$ cat config.mk
export PLATFORM = sky130hd
export DESIGN_NAME = cpu_control_fsm_flat
export DESIGN_NICKNAME = d
export VERILOG_FILES = /design/src/rtl/cpu_mem_if.sv /design/src/rtl/cpu_control_fsm.sv /design/src/flat_wrapper.sv
export SDC_FILE = /design/constraint.sdc
export NUM_CORES = 1
export LEC_CHECK = 0
export CORE_MARGIN = 4
export CORE_UTILIZATION = 44
export CTS_CLUSTER_SIZE = 40
export DETAILED_ROUTE_END_ITERATION = 8
export PLACE_DENSITY_LB_ADDON = 0.15
export SETUP_SLACK_MARGIN = 0.1
export SYNTH_ARGS = -nofsm -noshare
export SYNTH_HDL_FRONTEND = slang
export SYNTH_SLANG_ARGS = --single-unit
$ cat constraint.sdc
create_clock -name clk -period 2.2 [get_ports clk]
set_input_delay 0.22 -clock clk [delete_from_list [all_inputs] [get_ports clk]]
set_output_delay 0.22 -clock clk [all_outputs]
set_load 0.01 [all_outputs]
$ cat src/rtl/cpu_mem_if.sv
// Memory request/response bundle between the control sequencer (master)
// and the shared single-port memory (slave).
interface cpu_mem_if;
  logic       mem_read;
  logic       mem_write;
  logic [1:0] addr_sel;
  logic       mem_ready;

  modport master (
    output mem_read,
    output mem_write,
    output addr_sel,
    input  mem_ready
  );

  modport slave (
    input  mem_read,
    input  mem_write,
    input  addr_sel,
    output mem_ready
  );
endinterface

$ cat src/rtl/cpu_control_fsm.sv
// Multi-cycle control sequencer for the 20-bit CPU core: fetch, decode,
// then class-specific EXEC/MEM/WB sequencing with a retired-instruction count.
module cpu_control_fsm #(
  parameter int CNT_W = 16
) (
  input  logic             clk,
  input  logic             rst_n,
  input  logic             start,
  input  logic             alu,
  input  logic             is_imm,
  input  logic             ld,
  input  logic             st,
  input  logic             push,
  input  logic             pop,
  input  logic             jump,
  input  logic             be,
  input  logic             halt,
  input  logic             be_eq,
  cpu_mem_if.master        mem,
  output logic             ir_load,
  output logic             pc_inc,
  output logic             pc_load,
  output logic             alu_en,
  output logic             reg_write,
  output logic             wb_sel,
  output logic             sp_inc,
  output logic             sp_dec,
  output logic             halted,
  output logic [2:0]       state,
  output logic [CNT_W-1:0] retired
);

  localparam logic [2:0] S_IDLE   = 3'd0;
  localparam logic [2:0] S_FETCH  = 3'd1;
  localparam logic [2:0] S_DECODE = 3'd2;
  localparam logic [2:0] S_EXEC   = 3'd3;
  localparam logic [2:0] S_MEM    = 3'd4;
  localparam logic [2:0] S_WB     = 3'd5;
  localparam logic [2:0] S_HALT   = 3'd6;

  // Latched instruction class, already priority-resolved so that at most
  // one memory direction can ever be requested.
  localparam logic [2:0] OP_NONE = 3'd0;
  localparam logic [2:0] OP_ALU  = 3'd1;
  localparam logic [2:0] OP_LD   = 3'd2;
  localparam logic [2:0] OP_ST   = 3'd3;
  localparam logic [2:0] OP_PUSH = 3'd4;
  localparam logic [2:0] OP_POP  = 3'd5;

  logic [2:0]       state_q;
  logic [2:0]       state_d;
  logic [2:0]       op_q;
  logic [2:0]       dec_op;
  logic             dec_pc_load;
  logic             retire;
  logic [CNT_W-1:0] retired_q;

  logic             mem_read_c;
  logic             mem_write_c;
  logic [1:0]       addr_sel_c;

  // Operand muxing for immediates belongs to the decoder.
  logic             unused_is_imm;
  assign unused_is_imm = is_imm;

  always_comb begin
    dec_op = OP_NONE;
    if (halt)      dec_op = OP_NONE;
    else if (alu)  dec_op = OP_ALU;
    else if (ld)   dec_op = OP_LD;
    else if (st)   dec_op = OP_ST;
    else if (push) dec_op = OP_PUSH;
    else if (pop)  dec_op = OP_POP;
  end

  // Control-flow ops only reach here when no data-class flag won priority.
  assign dec_pc_load = (dec_op == OP_NONE) && !halt && (jump || (be && be_eq));

  always_ff @(posedge clk or negedge rst_n) begin
    if (!rst_n) begin
      state_q   <= S_IDLE;
      op_q      <= OP_NONE;
      retired_q <= '0;
    end else begin
      state_q <= state_d;
      if (state_q == S_DECODE) op_q <= dec_op;
      if (retire) retired_q <= retired_q + CNT_W'(1);
    end
  end

  always_comb begin
    state_d = state_q;
    retire  = 1'b0;
    case (state_q)
      S_IDLE:   if (start) state_d = S_FETCH;
      S_FETCH:  if (mem.mem_ready) state_d = S_DECODE;
      S_DECODE: begin
        if (halt) begin
          state_d = S_HALT;
          retire  = 1'b1;
        end else if (dec_op == OP_ALU) begin
          state_d = S_EXEC;
        end else if (dec_op != OP_NONE) begin
          state_d = S_MEM;
        end else begin
          state_d = S_FETCH;
          retire  = 1'b1;
        end
      end
      S_EXEC:   state_d = S_WB;
      S_MEM: begin
        if (mem.mem_ready) begin
          if (op_q == OP_LD || op_q == OP_POP) begin
            state_d = S_WB;
          end else begin
            state_d = S_FETCH;
            retire  = 1'b1;
          end
        end
      end
      S_WB: begin
        state_d = S_FETCH;
        retire  = 1'b1;
      end
      S_HALT:   state_d = S_HALT;
      default:  state_d = S_IDLE;
    endcase
  end

  always_comb begin
    mem_read_c  = 1'b0;
    mem_write_c = 1'b0;
    addr_sel_c  = 2'd0;
    ir_load     = 1'b0;
    pc_inc      = 1'b0;
    pc_load     = 1'b0;
    alu_en      = 1'b0;
    reg_write   = 1'b0;
    wb_sel      = 1'b0;
    sp_inc      = 1'b0;
    sp_dec      = 1'b0;
    halted      = 1'b0;
    case (state_q)
      S_FETCH: begin
        mem_read_c = 1'b1;
        ir_load    = mem.mem_ready;
        pc_inc     = mem.mem_ready;
      end
      S_DECODE: begin
        sp_dec  = (dec_op == OP_PUSH);
        pc_load = dec_pc_load;
      end
      S_EXEC:   alu_en = 1'b1;
      S_MEM: begin
        addr_sel_c  = (op_q == OP_PUSH || op_q == OP_POP) ? 2'd2 : 2'd1;
        mem_read_c  = (op_q == OP_LD || op_q == OP_POP);
        mem_write_c = (op_q == OP_ST || op_q == OP_PUSH);
      end
      S_WB: begin
        reg_write = 1'b1;
        wb_sel    = (op_q == OP_LD || op_q == OP_POP);
        sp_inc    = (op_q == OP_POP);
      end
      S_HALT:   halted = 1'b1;
      default: ;
    endcase
  end

  assign mem.mem_read  = mem_read_c;
  assign mem.mem_write = mem_write_c;
  assign mem.addr_sel  = addr_sel_c;
  assign state         = state_q;
  assign retired       = retired_q;

endmodule

$ cat src/flat_wrapper.sv
// flat-port wrapper written by rule: the top's interface ports become plain ports
module cpu_control_fsm_flat 
#(
  parameter int CNT_W = 16
)
  (clk, rst_n, start, alu, is_imm, ld, st, push, pop, jump, be, halt, be_eq, ir_load, pc_inc, pc_load, alu_en, reg_write, wb_sel, sp_inc, sp_dec, halted, state, retired, mem_mem_read, mem_mem_write, mem_addr_sel, mem_mem_ready);
  cpu_mem_if mem_i ();
  input  logic clk;
  input  logic rst_n;
  input  logic start;
  input  logic alu;
  input  logic is_imm;
  input  logic ld;
  input  logic st;
  input  logic push;
  input  logic pop;
  input  logic jump;
  input  logic be;
  input  logic halt;
  input  logic be_eq;
  output logic ir_load;
  output logic pc_inc;
  output logic pc_load;
  output logic alu_en;
  output logic reg_write;
  output logic wb_sel;
  output logic sp_inc;
  output logic sp_dec;
  output logic halted;
  output logic [2:0] state;
  output logic [CNT_W-1:0] retired;
  output wire logic [$bits(mem_i.mem_read)-1:0] mem_mem_read;
  output wire logic [$bits(mem_i.mem_write)-1:0] mem_mem_write;
  output wire logic [$bits(mem_i.addr_sel)-1:0] mem_addr_sel;
  input wire logic [$bits(mem_i.mem_ready)-1:0] mem_mem_ready;
  assign mem_mem_read = mem_i.mem_read;
  assign mem_mem_write = mem_i.mem_write;
  assign mem_addr_sel = mem_i.addr_sel;
  assign mem_i.mem_ready = mem_mem_ready;
  cpu_control_fsm #(.CNT_W(CNT_W)) u_core (.clk(clk), .rst_n(rst_n), .start(start), .alu(alu), .is_imm(is_imm), .ld(ld), .st(st), .push(push), .pop(pop), .jump(jump), .be(be), .halt(halt), .be_eq(be_eq), .mem(mem_i), .ir_load(ir_load), .pc_inc(pc_inc), .pc_load(pc_load), .alu_en(alu_en), .reg_write(reg_write), .wb_sel(wb_sel), .sp_inc(sp_inc), .sp_dec(sp_dec), .halted(halted), .state(state), .retired(retired));
endmodule
Word level (Yosys, flattened, before mapping)

Index checks and enable logic that the tools add are counted.

Add/sub/neg operators: 1
Eq/ne operators: 15
Mux-type cells: 32
Reduce and logical (&&, ||, !) cells: 12

Operators by type and width:

| cell                                                 | number |
|---|---|
| two-way mux 3 bit                                    | 13 |
| one-hot mux 3 bit (7 select lines)                   | 1 |
| equality test 3 bit (second input constant)          | 6 |
| adder 16 x 1 -> 16 bit (second input constant)       | 1 |
| two-way mux 1 bit                                    | 14 |
| equality test 3 x 2 -> 1 bit (second input constant) | 4 |
| equality test 3 x 1 -> 1 bit (second input constant) | 2 |
| logical NOT 3 bit                                    | 2 |
| != test 2 bit (second input constant)                | 3 |
| logical OR 1 bit                                     | 4 |
| two-way mux 2 bit                                    | 2 |
| logical AND 1 bit                                    | 3 |
| one-hot mux 1 bit (3 select lines)                   | 1 |
| AND reduction 3 bit                                  | 1 |
| nonzero test 3 bit                                   | 1 |
| one-hot mux 1 bit (2 select lines)                   | 1 |
| logical NOT 1 bit                                    | 1 |

Register bits after elaboration: 22
Input bits: 14
Output and inout port bits: 32
Word-level logic and storage cells: 63

Longest topological paths before layout

Gate-level depths: netlist of the first run.

Depth after elaboration: 11
Mapped depth: 7

Worst setup path after synthesis of the first run

OpenSTA, ideal clock, no wires.

Kind: reg-to-output
Start point: register u_core.state_q[1], in the netlist u_core.state[1]
End point: output port pc_inc
Arrival time: 1.495 ns
Data required time: 1.980 ns
Path slack: 0.485 ns
Stages on the path, launching flop included: 4
Cells stage by stage: dfrtp_1 > clkbuf_1 > nor4b_1 > buf_4

Word-level cells in the longest chain between the ends: 2

RTL lines:

| item                         | line                  | RTL |
|---|---|---|
| start: declaration           | cpu_control_fsm.sv:50 | `logic [2:0] state_q;` |
| start signal: assignment     | cpu_control_fsm.sv:85 | `state_q <= state_d;` |
| equality test 3 x 1 -> 1 bit | --                    |  |
| two-way mux 1 bit            | --                    |  |
| end: declaration             | flat_wrapper.sv:22    | `output logic pc_inc;` |

Every way passes these cells.

Worst setup path in the final report of the first run

Start point: register u_core.state_q[0], in the netlist u_core.state[0]
End point: output port sp_dec

Word-level cells in the longest chain between the ends: 2

RTL lines:

| item                         | line                   | RTL |
|---|---|---|
| equality test 3 x 2 -> 1 bit | cpu_control_fsm.sv:143 | `case (state_q)` |
| two-way mux 1 bit            | cpu_control_fsm.sv:143 |  |
| end: declaration             | flat_wrapper.sv:28     | `output logic sp_dec;` |

Every way passes these cells.

==> results of run 1 <==
-- through the flow --
step	hold slack [ns]	total power, uW
floorplan	-0.0756	1080
global placement	0.457	1420
detailed placement	0.467	1440
CTS	0.250	1800
global route	0.267	2010
finish	0.238	1860
-- placed cells by master, fill, tap and decap left out, types with 2 or more instances in the layout --
| master | count |
|---|---|
| o21ai_0 | 2 |
| nand4_1 | 6 |
| nor2b_1 | 2 |
| clkdlybuf4s50_1 | 38 |
| nor3b_1 | 2 |
| dlygate4sd2_1 | 3 |
| nor2_1 | 11 |
| clkbuf_4 | 3 |
| nor3_1 | 8 |
| dfrtp_1 | 20 |
| clkbuf_2 | 2 |
| inv_1 | 3 |
| buf_4 | 20 |
| and3_1 | 6 |
| and4_1 | 2 |
| dlymetal6s2s_1 | 2 |
| xor2_1 | 6 |
| dfrtp_2 | 2 |
| and2_1 | 2 |
| nand2_1 | 16 |
| xnor2_1 | 9 |
| nand2b_1 | 3 |
| a21oi_1 | 4 |
-- routing by layer --
metal  vias to the layer above  share of wire
met2                        33           0.53
met3                         6          0.043
li1                        591              -
met1                       587           0.41
met5                         -              0
met4                         0          0.018
-- synth_stat cells, types with 3 or more instances --
cell and n:
xor2_1 6, a21oi_1 4, inv_1 3, nand4_1 6, dfrtp_1 22, xnor2_1 9, nor3_1 8, and3_1 6
nand2b_1 3, nor2_1 12, nand2_1 16, clkbuf_1 3
-- power by group --
part           switching [uW]  internal, uW  leakage (uW)
registers                 108           492      0.000291
logic                     436           519      0.000621
clock network             126           184     0.0000279
total                     670          1190      0.000940
-- registers in the layout, summed over array words and instances (netlist names) --
register,cells
u_core.op_q,3
u_core.retired,16
u_core.state,3
-- final timing paths --
kind | to | slack (ns) | from
hold reg to reg | u_core.retired[15]$_DFFE_PN0P_ | 0.48 | u_core.retired[15]$_DFFE_PN0P_
hold / removal | u_core.retired[15]$_DFFE_PN0P_ | 0.24 | rst_n
min in group clk | u_core.retired[15]$_DFFE_PN0P_ | 0.48 | u_core.retired[15]$_DFFE_PN0P_
setup / recovery | sp_dec | 0.17 | u_core.state[0]$_DFFE_PN0P_
setup reg to reg | u_core.retired[4]$_DFFE_PN0P_ | 0.40 | u_core.state[0]$_DFFE_PN0P_
max in group asynchronous | u_core.state[2]$_DFFE_PN0P_ | 1.72 | rst_n
-- logic make-up (layout without fill, tap and decap cells) --
| kind of cell | Yosys count | in the layout | share of synthesized area |
|---|---|---|---|
| xor gates and xnor gates | 15 | 15 | 0.101 |
| and+or+nand+nor | 68 | 68 | 0.298 |
| buffers and inverters | 9 | 72 | 0.0404 |
| adders and majority gates | 1 | 1 | 0.00961 |
| AOI/OAI and AO/OA | 16 | 16 | 0.120 |
| muxes | 1 | 1 | 0.00769 |
| DFF | 22 | 22 | 0.423 |
-- what timing repair did --
item	4_1_cts	5_1_grt
resized for setup	8	5
endpoints found under the setup margin	7	8
setup buffers	5	6
pin swaps	0	0
-- cell type report --
cell class / instances / area, um^2
fill: 226 / 818
multi-input combinational: 101 / 716
sequential: 22 / 553
inverter: 3 / 11.3
clock buffer: 3 / 22.5
clock inverter: 1 / 30.0
tap: 31 / 38.8
timing repair buffer: 65 / 592
==> metrics.txt, run 1 <==
vias in the first global route=1274; Max Fclk=492 MHz; Vias=1217; slew margin rel.=0.752; GRT met3 Usage=0.0324; Least-Margin Pin Slew=0.371 ns; crit end category=output port; FF+latch count, synth=22; CP Depth=6; Post-DRT Antenna Nets=0; pin count of the biggest net entering global routing=23; clk slew on worst S/H paths=0.14 ns; crit path DAT=1.81 ns; post-synthesis sequential area ratio=0.423; Antenna diodes=0; Critical Path Fanout Max=3; Post-Synthesis Cell Area=0.00130 mm^2; crit path cell chain=buf_4, nand2b_4, nor2_2, o2111ai_1, nor2b_1, dlygate4sd2_1; per-cell routed wire length=14.7 um; share of the synthesized area in the top cell type=0.423; Rows=19; R2R cell count=7; synthesized netlist cell count=132; CTS Buf Count=3; area delta synth->final=50.9%; Hold Buf Count CTS=0; Tot GR Track Use=0.172; post-synth net total=147; pre-CTS setup slack=0.0150 ns; Port Buf Inserts=44; DR vias/cell=5.38; worst skew pair latency=0.31 ns; Min Clock Period, post-route=2.03 ns; grt peak-use layer=met2; IO Pins=46; Max Transition Viols Final=0; slowest CP cell=dfrtp_1; placed insts=211; layout cells sized above 1=0.190; Die W=62.4 um; number of synthesized flops with an enable pin=0; kind of critical path=flip-flop to output port; drt total wl=3330 um; pwr dens=950 mW/mm^2; CP Buf/Inv Count=2; drt first pass iters=4; CP Launch Type=flip-flop; area leader, netlist=dfrtp_1; met1 usage=0.192; Remaining DRCs=0; Sum Neg Setup Slack=0 ns; H-tree depth=1; CTS tree=yes; warnings from Yosys=0; final period utilization=0.923; die height=62.4 um; antenna violations before repair=0; final hold vios=0; Clock Tree Buf Depth=2; final worst slack=0.169 ns; HP Class=primary input to asynchronous set/reset pin; number of distinct library cells after synthesis=40; first-pass GRT wire length=5660 um; Placer Congestion=0.876; CTS Sinks=22; clock skew=0.0149 ns; Iteration-0 DRC Markers=88; prevailing post-synth register cell=dfrtp_1; Post-Syn Area per Cell=9.86 um^2; clock root buffer=clkbuf_4; initial core utilization=0.468; ranking of synthesized cells by area=dfrtp_1 42%, xnor2_1 6.1%, nand2_1 4.6%, xor2_1 4.0%, nor2_1 3.5%; dpl hpwl=2470 um; Max Cap Viol=0; total die area=0.00389 mm^2; Post-DP Area=0.00181 mm^2; RSZ-0062 raised after global routing=yes; Finish-stage setup viols=0; family with the most delay on the worst path=buffers and inverters; CP peak stage delay=0.41 ns; Critical Path RT=1.98 ns; final instance area=0.00196 mm^2; share of flip-flops with an asynchronous set or reset=1.00; Cell Count, Final, Fillers Out=226; Leakage=0.000940 uW; outcome=finished clean; Layout Utilization=0.706; Core Area=0.00278 mm^2; GR met2 Demand/Resource=0.323; total gr overflow=0; worst vdd ir=844 uV; Final nets=211
(Power assumes the default switching activity.)
==> inputs of run 2 (changes only) <==
CTS_CLUSTER_DIAMETER = 50   (was default)
==> results of run 2 <==
The final DEF is identical to that of run 1; final timing and power are the same.
